File: src/rtl/mem_port_arbiter_pkg.sv
// Shared encodings for the memory port arbiter: owner codes, control states, burst default.
// Latency: n/a (types and constants only).
// Backpressure: n/a.
package mem_port_arbiter_pkg;

    typedef enum logic [1:0] {
        OWN_NONE = 2'b00,
        OWN_CPU  = 2'b01,
        OWN_LDR  = 2'b10
    } owner_e;

    // ST_RR names the round-robin decision taken while idle; it is never held in the state register.
    typedef enum logic [1:0] {
        ST_IDLE     = 2'b00,
        ST_CPU_LOCK = 2'b01,
        ST_RR       = 2'b10
    } state_e;

    typedef enum logic {
        LAST_CPU = 1'b0,
        LAST_LDR = 1'b1
    } last_e;

    localparam int BURST_LEN_DEFAULT = 4;

endpackage

File: src/rtl/mem_port_arbiter_rr_arbiter2.sv
// Two-way round-robin pick between CPU and loader; the side not granted last wins a tie.
// Latency: purely combinational.
// Backpressure: a losing requester simply sees no grant and keeps requesting.
module rr_arbiter2
    import mem_port_arbiter_pkg::*;
(
    input  logic  req_cpu,
    input  logic  req_ldr,
    input  last_e last_owner,
    output logic  gnt_cpu,
    output logic  gnt_ldr
);

    assign gnt_cpu = req_cpu && (!req_ldr || last_owner == LAST_LDR);
    assign gnt_ldr = req_ldr && (!req_cpu || last_owner == LAST_CPU);

endmodule

File: src/rtl/mem_port_arbiter.sv
// Arbitrates CPU and program loader onto one synchronous single-port memory, with CPU burst lock.
// Latency: gnt combinational at T, memory access at T+1, read return (rvalid) at T+2.
// Backpressure: requests are held until gnt; one grant per cycle, CPU lock excludes the loader.
module mem_port_arbiter
    import mem_port_arbiter_pkg::*;
#(
    parameter int ADDR_W    = 10,
    parameter int DATA_W    = 7,
    parameter int BURST_LEN = BURST_LEN_DEFAULT
) (
    input  logic              clk,
    input  logic              reset,
    input  logic              cpu_req,
    input  logic              cpu_we,
    input  logic [ADDR_W-1:0] cpu_addr,
    input  logic [DATA_W-1:0] cpu_wdata,
    input  logic              cpu_burst,
    output logic              cpu_gnt,
    output logic              cpu_rvalid,
    output logic [DATA_W-1:0] cpu_rdata,
    input  logic              ldr_req,
    input  logic              ldr_we,
    input  logic [ADDR_W-1:0] ldr_addr,
    input  logic [DATA_W-1:0] ldr_wdata,
    output logic              ldr_gnt,
    output logic              ldr_rvalid,
    output logic [DATA_W-1:0] ldr_rdata,
    output logic              mem_en,
    output logic              mem_we,
    output logic [ADDR_W-1:0] mem_addr,
    output logic [DATA_W-1:0] mem_wdata,
    input  logic [DATA_W-1:0] mem_rdata,
    output logic [1:0]        owner
);

    localparam int              CNT_W    = $clog2(BURST_LEN + 1);
    localparam logic [CNT_W-1:0] BEAT_MAX = CNT_W'(BURST_LEN);

    state_e           state, state_n;
    last_e            last_owner, last_owner_n, rr_last;
    logic [CNT_W-1:0] beat, beat_n;
    logic             in_lock, lock_hold, rr_cpu, rr_ldr, acc_cpu;

    assign in_lock   = (state == ST_CPU_LOCK);
    assign lock_hold = in_lock && cpu_req && cpu_burst;
    // Leaving a lock counts as a CPU grant, so a waiting loader takes the next tie.
    assign rr_last   = in_lock ? LAST_CPU : last_owner;

    rr_arbiter2 u_rr (
        .req_cpu    (cpu_req),
        .req_ldr    (ldr_req),
        .last_owner (rr_last),
        .gnt_cpu    (rr_cpu),
        .gnt_ldr    (rr_ldr)
    );

    always_comb begin
        cpu_gnt      = 1'b0;
        ldr_gnt      = 1'b0;
        state_n      = state;
        beat_n       = beat;
        last_owner_n = last_owner;
        if (!reset) begin
            if (lock_hold) begin
                cpu_gnt = 1'b1;
                beat_n  = beat + 1'b1;
                if (beat_n == BEAT_MAX) begin
                    state_n = ST_IDLE;
                    beat_n  = '0;
                end
            end else begin
                cpu_gnt = rr_cpu;
                ldr_gnt = rr_ldr;
                state_n = ST_IDLE;
                beat_n  = '0;
                if (rr_cpu && cpu_burst && BURST_LEN > 1) begin
                    state_n = ST_CPU_LOCK;
                    beat_n  = CNT_W'(1);
                end
            end
            if (cpu_gnt) last_owner_n = LAST_CPU;
            if (ldr_gnt) last_owner_n = LAST_LDR;
        end
    end

    always_ff @(posedge clk) begin
        if (reset) begin
            state      <= ST_IDLE;
            beat       <= '0;
            last_owner <= LAST_LDR;
            mem_en     <= 1'b0;
            mem_we     <= 1'b0;
            mem_addr   <= '0;
            mem_wdata  <= '0;
            acc_cpu    <= 1'b0;
            cpu_rvalid <= 1'b0;
            ldr_rvalid <= 1'b0;
        end else begin
            state      <= state_n;
            beat       <= beat_n;
            last_owner <= last_owner_n;
            mem_en     <= cpu_gnt | ldr_gnt;
            mem_we     <= (cpu_gnt & cpu_we) | (ldr_gnt & ldr_we);
            if (cpu_gnt) begin
                mem_addr  <= cpu_addr;
                mem_wdata <= cpu_wdata;
            end else if (ldr_gnt) begin
                mem_addr  <= ldr_addr;
                mem_wdata <= ldr_wdata;
            end
            acc_cpu    <= cpu_gnt;
            cpu_rvalid <= mem_en & ~mem_we & acc_cpu;
            ldr_rvalid <= mem_en & ~mem_we & ~acc_cpu;
        end
    end

    // Memory read data lands the cycle rvalid is high, so it is steered, not re-registered.
    assign cpu_rdata = cpu_rvalid ? mem_rdata : '0;
    assign ldr_rdata = ldr_rvalid ? mem_rdata : '0;

    always_comb begin
        owner = OWN_NONE;
        if (in_lock)
            owner = OWN_CPU;
        else if (mem_en | cpu_rvalid | ldr_rvalid)
            owner = (last_owner == LAST_CPU) ? OWN_CPU : OWN_LDR;
    end

endmodule

File: config.mk
export PLATFORM = sky130hd
export DESIGN_NAME = mem_port_arbiter
export DESIGN_NICKNAME = d
export VERILOG_FILES = /design/src/rtl/mem_port_arbiter_pkg.sv /design/src/rtl/mem_port_arbiter_rr_arbiter2.sv /design/src/rtl/mem_port_arbiter.sv
export SDC_FILE = /design/constraint.sdc
export NUM_CORES = 1
export LEC_CHECK = 0
export CORE_ASPECT_RATIO = 1.2
export CORE_MARGIN = 2
export CORE_UTILIZATION = 32
export DETAILED_ROUTE_END_ITERATION = 8
export PLACE_DENSITY = 0.78
export SYNTH_ARGS = -nofsm -noshare
export SYNTH_HDL_FRONTEND = slang
export SYNTH_SLANG_ARGS = --single-unit
File: constraint.sdc
create_clock -name clk -period 1.7 [get_ports clk]
set_clock_uncertainty 0.2 [all_clocks]
set_input_delay 0.17 -clock clk [delete_from_list [all_inputs] [get_ports clk]]
set_output_delay 0.17 -clock clk [all_outputs]
set_load 0.01 [all_outputs]
# == Word level (Yosys, flattened, before mapping) ==
# Index checks and enable logic that the tools add are counted.
# word_totals
elab_cells,59
regBits,28
# op_classes
n_eq_ne,3
mux,22
reduce_logical,11
addsub,1
n_bitwise,12
# op_table
cell,count
two-way mux 7 bit,4
two-way mux 10 bit,2
two-way mux 2 bit,5
two-way mux 1 bit,9
two-way mux 3 bit,2
AND 1 bit,5
logical AND 1 bit,5
OR 1 bit,4
"adder 3 x 1 -> 3 bit, second input constant",1
"equality test 3 bit, second input constant",1
inverter 1 bit,3
"equality test 2 x 1 -> 1 bit, second input constant",1
logical NOT 1 bit,2
logical OR 1 bit,2
"!= test 2 x 1 -> 1 bit, second input constant",1
nonzero test 2 bit,1
OR reduction 2 bit,1

# == Logic depth before layout (Yosys ltp) ==
# Gate-level depths: netlist (run 1).
# logic_depth
word_depth,10
depth_mapped,5
ltp_nobuf,4

# == Modules after synthesis ==
# From an unflattened synthesis (run 1), not the netlist that was laid out.
# unflattened
cells_unflattened,135
area_unflattened_um2,1400.1
# by_module_without_submodules
mod,n_inst,seq_area_each_um2,cells_per_inst,area_per_inst_um2
mem_port_arbiter,1,540.5,132,1381.3
rr_arbiter2,1,0.0,3,18.8

# == Worst setup path before layout (run 1) ==
# Ideal clock, no wire load.
# synth_timing
path_kind,register to register
startpoint,register state[0]
endpoint,register mem_addr[3]
setup_slack_ps,131
arrival_time_ps,1247
stages_incl_launch_ff,6
period_less_slack_ps,1569
cell_sequence,dfxtp_1 buf_6 mux2i_4 a211oi_2 buf_6 a221o_1
# synth_between
elab_cells_between_ends,17
classes_between,eq/ne (1); mux (8); bitwise (1); reduce/logical (7)
# synth_lines
element,line_no,text
from (decl),mem_port_arbiter.sv:39,"state_e state, state_n;"
from (signal assigned),mem_port_arbiter.sv:99,state <= state_n;
equality test 2 x 1 -> 1 bit (*),mem_port_arbiter.sv:44,assign in_lock = (state == ST_CPU_LOCK);
two-way mux 1 bit,mem_port_arbiter.sv:47,assign rr_last = in_lock ? LAST_CPU : last_owner;
logical OR 1 bit,mem_port_arbiter_rr_arbiter2.sv:14,assign gnt_cpu = req_cpu && (!req_ldr || last_owner == LAST_LDR);
logical AND 1 bit,mem_port_arbiter_rr_arbiter2.sv:14,
two-way mux 1 bit (*),mem_port_arbiter.sv:64,if (lock_hold) begin
two-way mux 1 bit (*) (2 in a row),mem_port_arbiter.sv:63,if (!reset) begin
named net cpu_gnt,mem_port_arbiter.sv:18,"output logic cpu_gnt,"
two-way mux 10 bit or nonzero test 2 bit (tied branches),n/a,
to (signal assigned),mem_port_arbiter.sv:105,mem_addr <= cpu_addr;
to (signal assigned),mem_port_arbiter.sv:108,mem_addr <= ldr_addr;
to (decl),mem_port_arbiter.sv:30,"output logic [ADDR_W-1:0] mem_addr,"
# Mark *: on every way through the listed nets, which the timed path passes. The rest lies on a longest branch. The select of a mux whose other input is x is not followed.
# A chain may end at the register's enable or synchronous reset.

# == Worst setup path after layout (run 1) ==
# layout_timing
startpoint,register state[0]
endpoint,register mem_addr[1]
# layout_between
elab_chain_cells,9
elab_cells_between_ends,17
classes_between,eq/ne (1); mux (8); bitwise (1); reduce/logical (7)
# layout_lines
element,line_no,text
equality test 2 x 1 -> 1 bit (*),mem_port_arbiter.sv:44,
two-way mux 1 bit,mem_port_arbiter.sv:47,
inverter 1 bit,mem_port_arbiter_rr_arbiter2.sv:15,assign gnt_ldr = req_ldr && (!req_cpu || last_owner == LAST_CPU);
logical OR 1 bit,mem_port_arbiter_rr_arbiter2.sv:15,
logical AND 1 bit,mem_port_arbiter_rr_arbiter2.sv:15,
two-way mux 1 bit,mem_port_arbiter.sv:64,
two-way mux 1 bit (2 in a row),mem_port_arbiter.sv:63,
nonzero test 2 bit (no source line),n/a,
# Every way passes the cells marked *; elsewhere a longest branch is shown, timed or not. The select of a mux whose other input is x is not followed.

==> summary.txt, run 1 <==
Run status
  • Outcome: complete, no violations

Final layout
  • Layout net count: 271
  • Fin area: 2340 µm²
  • Finished Layout Cells: 274
  • N_diodes: 0
  • Max reg flops: 10
  • Multi-input logic area: 728 µm²
  • Sequential cell area: 546 µm²
  • Core Util, Final: 59.5%
  • Largest registers: mem_addr: 10 flops, mem_wdata: 7 flops, beat: 3 flops
  • # fillers: 381
  • Largest register by flop count: mem_addr
  • Share of cells above drive strength 1: 14.5%
  • Area growth from synthesis to layout: 77.8%

Logic synthesis
  • Syn Inst Count: 124
  • Most frequent cell after synthesis: dfxtp_1
  • Seq/Total Area, Yosys: 41.0%
  • Leading area contributor after synthesis: dfxtp_1
  • Leading post-synthesis cells by cell area: dfxtp_1 (41%), and2_1 (11%), a221o_1 (6.8%)
  • Synth top area share: 41.0%
  • EDFF count, synth: 0
  • Warnings, synthesis: 0
  • Mapped Nets: 174
  • Post-Syn Area: 1320 µm²
  • Yosys cell types: 33
  • Async set-or-reset flop fraction in the synthesized netlist: 0%
  • Main synth FF type: dfxtp_1
  • Yosys reg bits: 27
  • Commonest cells in the synthesized netlist: dfxtp_1 (27), and2_1 (24), a21oi_1 (10), a221o_1 (9), mux2i_1 (8)
  • Syn Area/Cell: 10.6 µm²

CTS
  • Clock latency on the worst-skew pair: 0.27 ns
  • TritonCTS clock tree: yes
  • TritonCTS Buffers: 3
  • Clock Tree Buf Depth: 2
  • Htree depth: 1
  • CTS Root Cell: clkbuf_8
  • Clk sinks: 27
  • Clock Pin Slew Worst Setup and Hold Paths: 0.10 ns
  • Post-CTS Setup Bufs: 0

Die
  • Height of the die: 74.3 µm
  • Top Ports: 87
  • Core box area: 3940 µm²
  • Die X-Extent: 62.6 µm
  • Total die area: 4650 µm²
  • Rows: 25
  • Initial core utilization: 33.5%

Power
  • Switching share of total power: 25.6%
  • Net switching power: 382 µW
  • Clock power frac: 24.7%
  • Pwr dens: 637 nW/µm²
  • P_leak: 0.00104 µW
  • VDD IR max: 447 µV
  • Sequential power share: 47.2%
  • Internal power: 1110 µW
  • Comb power frac: 28.1%

Setup path
  • Cell Chain, Critical Path: mux2_4 -> buf_4 -> or2_4 -> o221a_1
  • CP Launch Point: state[0]
  • CP endpoint kind: register
  • Slowest stage cell, crit path: dfxtp_4
  • Worst EP arrival: 1.63 ns
  • Reg2Reg Setup Slack: 0.03 ns
  • Critical Path End: mem_addr[1]
  • R2r startpoint: state[0]
  • CP Launch Type: register
  • Max incr delay on CP: 0.39 ns
  • Worst Path Required: 1.66 ns
  • Critical path depth: 4
  • Bufs and invs on worst path: 1
  • Crit path max-delay family: flip-flops
  • Reg2reg path depth: 4
  • RR Endpoint: mem_addr[1]
  • Crit path kind: reg -> reg
  • Critical Path Fanout Max: 5

Timing
  • Slew headroom: 70.2%
  • Post-route clock period utilization: 98.1%
  • Final Hold Slack: 0.218 ns
  • Maximum clock frequency: 600 MHz
  • Max-slew violations: 0
  • Clock period minus worst slack: 1.67 ns
  • Final setup vio count: 0
  • Slew of the pin with the lowest slew margin: 0.444 ns
  • Fin. Hold Viols: 0
  • Unrepaired setup endpoints after global routing: no

GRT
  • GRT Overall Usage: 15.6%
  • Grt total ovfl: 0
  • Vias in the first global route: 1,288
  • Largest net degree at the start of global routing: 17
  • Initial antenna violation count: 0
  • First-pass GRT wire length: 5710 µm

Flow run
  • Max capacitance violation total: 0

Detailed routing
  • Via Count: 1,335
  • Initial DRC Count: 17
  • Vias per cell: 4.87
  • Avg WL per Cell: 13.1 µm
  • Final WL: 3600 µm
  • Drc violations: 0
  • Antenna Nets Post-Route: 0
  • 1st-pass router iterations: 4

Hold path
  • Hold Startpoint: acc_cpu
  • Hold Crit Class: reg -> reg
  • Min-Delay Path Depth: 1

Place
  • GP Congestion: 0.747
  • HPWL Detailed: 2840 µm
  • Port Buf Inserts: 86
  • Placed Instance Area: 2300 µm²
  • Inst Count DP: 270
kinds of logic (layout without fill, tap and decap cells):
logic type,count (synthesis),after routing,share of synthesized area (%)
compound gates,37,37,24.6
xor+xnor,1,1,0.664
fa+ha+maj,2,2,1.90
buf+inv,10,106,4.74
flops,27,27,41.0
mux,10,10,8.92
simple gates,37,37,18.2
routing by layer:
metal | GRT usage, % | vias up | wire, µm
li1 | - | 659 | -
met1 | 17.4 | 613 | 1460
met2 | 29.5 | 59 | 1850
met3 | 4.08 | 4 | 261
met4 | 4.44 | 0 | 31
met5 | 0 | - | 0
final cells by class:
class / instances / share of cell area [%]
Clock inverter: 1 / 0.320
Timing Repair Buffer: 100 / 40.4
Tap cell: 54 / 2.88
Multi-Input combinational cell: 87 / 31.1
Inverter: 2 / 0.320
Clock buffer: 3 / 1.76
Sequential cell: 27 / 23.3
through the flow:
stage	setup WS (ns)	TNS, ns	total power [µW]
3_5_place_dp	-0.361	-5.19	1150
5_1_grt	0.00475	0	1560
6_report	0.0327	0	1490
2_1_floorplan	0.131	0	879
4_1_cts	-0.00470	-0.00470	1500
3_3_place_gp	-0.347	-4.89	1140
cells in the final DEF, fill, tap and decap left out, drive strengths merged, types with 3 or more instances in the layout:
cell type and n:
clkbuf 4, mux2i 9, buf 16, and2 24, dfxtp 27, o221a 8
a221o 9, dlygate4sd2 15, clkdlybuf4s50 66, nor4bb 3, a21oi 11
repair_timing:
| action | 4_1_cts | 5_1_grt |
|---|---|---|
| endpoints found under the setup margin | 33 | 8 |
| pin swaps | 1 | 2 |
| gates resized for setup | 29 | 7 |
| hold buffers | 0 | 0 |
power groups by stage:
stage                     Sequential (µW)  Clock (µW)  Combinational (µW)
after floorplan                       735           0                 144
after global placement                719           0                 423
after detailed placement              718           0                 429
after CTS                             705         375                 422
after global routing                  711         399                 451
final                                 705         368                 420
how the worst min path moves through the flow:
stage / endpoint
2_1_floorplan: mem_we
3_3_place_gp: ldr_rvalid
3_5_place_dp: ldr_rvalid
4_1_cts: ldr_rvalid
5_1_grt: ldr_rvalid
6_report: ldr_rvalid
Power figures use the tool's default switching activity.
==> inputs of run 2 (changes only) <==
- CORE_ASPECT_RATIO: 1.2 -> unset
==> summary.txt, run 2 (same netlist as run 1, synthesis figures left out) <==
CTS
  • Clock Tree Buf Depth: 2
  • Clk sinks: 27
  • Cts hold-fix bufs: 0
  • Clock latency on the worst-skew pair: 0.27 ns
  • Htree depth: 1
  • Clock Pin Slew Worst Setup and Hold Paths: 0.09 ns
  • CTS Root Cell: clkbuf_8
  • TritonCTS clock tree: yes
  • TritonCTS Buffers: 3
  • Post-CTS Setup Bufs: 0

Timing
  • Final Hold Slack: 0.224 ns
  • Sum Neg Setup Slack: 0 ns
  • Slew headroom: 69.6%
  • Fin. Hold Viols: 0
  • Final setup vio count: 0
  • Post-route clock period utilization: 97.5%
  • Clock period minus worst slack: 1.66 ns
  • Maximum clock frequency: 603 MHz
  • Unrepaired setup endpoints after global routing: yes
  • Max-slew violations: 0
  • Slew of the pin with the lowest slew margin: 0.454 ns

Detailed routing
  • Vias per cell: 4.77
  • Drc violations: 0
  • Antenna Nets Post-Route: 0
  • Initial DRC Count: 15
  • Avg WL per Cell: 12.6 µm
  • Via Count: 1,302
  • 1st-pass router iterations: 4
  • Final WL: 3450 µm

Final layout
  • Layout net count: 274
  • Area growth from synthesis to layout: 77.7%
  • N_diodes: 0
  • Max reg flops: 10
  • Commonest non-fill, non-tap cell in the layout: clkdlybuf4s50_1
  • Largest registers: mem_addr: 10 flops, mem_wdata: 7 flops, beat: 3 flops
  • Fin area: 2340 µm²
  • Largest register by flop count: mem_addr
  • Finished Layout Cells: 273
  • Commonest cells after routing, fill and taps aside: clkdlybuf4s50_1 (67), dfxtp_1 (25), and2_1 (24), buf_4 (17), dlygate4sd2_1 (16)
  • Share of cells above drive strength 1: 15.2%

Power
  • Total power: 1490 µW
  • Pwr dens: 634 nW/µm²
  • VDD IR max: 324 µV
  • P_leak: 0.00104 µW

GRT
  • Vias in the first global route: 1,238
  • GRT Overall Usage: 15.9%
  • First-pass GRT wire length: 5630 µm
  • Largest net degree at the start of global routing: 16
  • Grt total ovfl: 0
  • Initial antenna violation count: 0

Die
  • Die X-Extent: 68.2 µm
  • Top Ports: 87
  • Core box area: 3970 µm²
  • Rows: 23
  • Height of the die: 68.2 µm
  • Total die area: 4650 µm²
  • Initial core utilization: 33.2%

Place
  • HPWL Detailed: 2710 µm
  • Inst Count DP: 269
  • GP Congestion: 0.724
  • Port Buf Inserts: 86
  • Placed Instance Area: 2310 µm²

Setup path
  • Critical Path Fanout Max: 5
  • CP Launch Type: register
  • Worst EP arrival: 1.62 ns
  • Worst Path Required: 1.67 ns
  • CP endpoint kind: register
  • Crit path kind: reg -> reg

Hold path
  • Hold Crit Class: reg -> reg

Run status
  • Outcome: complete, no violations

Flow run
  • Max capacitance violation total: 0
## run 2: final cells by class
class | instances | area, µm²
clock buffer | 3 | 41.3
clock inverter | 1 | 5.00
fill | 350 | 1630
inverter | 2 | 7.51
multi-input combinational | 87 | 721
sequential | 27 | 546
tap | 50 | 62.6
timing repair buffer | 103 | 961
## run 2: layer usage
layer  track usage [%]  wire length, µm  part of all wire, %
met5                 0                0                    0
met4              5.25               44                  1.3
met3              2.63              315                  9.1
met2              27.3             1590                   46
met1              20.2             1500                   43
## run 2: power breakdown
part	switching, µW	internal [µW]	leakage [µW]
Sequential	26.8	677	0.000224
Clock	200	164	0.0000255
Combinational	149	269	0.000790
## run 2: timing repair
item / 4_1_cts / 5_1_grt
pin swaps: 0 / 0
setup endpoints to repair: 24 / 2
gates resized for setup: 28 / 1
## run 2: stage by stage
step / setup slack (ns) / utilization [%]
after detailed placement: -0.331 / 58.3
final: 0.0427 / 59.0
after global routing: -0.00306 / 59.0
after global placement: -0.329 / 58.3
after CTS: 0.0351 / 58.9
after floorplan: 0.131 / -
## run 2: final timing paths
path / from / endpoint / slack (ns) / depth (start not counted)
max: state[0] / mem_addr[9] / 0.04 / 4
min: acc_cpu / ldr_rvalid / 0.22 / 1
max reg2reg: state[0] / mem_addr[9] / 0.04 / 4
min reg2reg: acc_cpu / ldr_rvalid / 0.22 / 1
## run 2: worst max-delay path, cell delays in order, from the launching register on
cell and delay, ns:
dfxtp_4 0.39, mux2_4 0.31, buf_4 0.15, or2_4 0.27, o221a_1 0.23
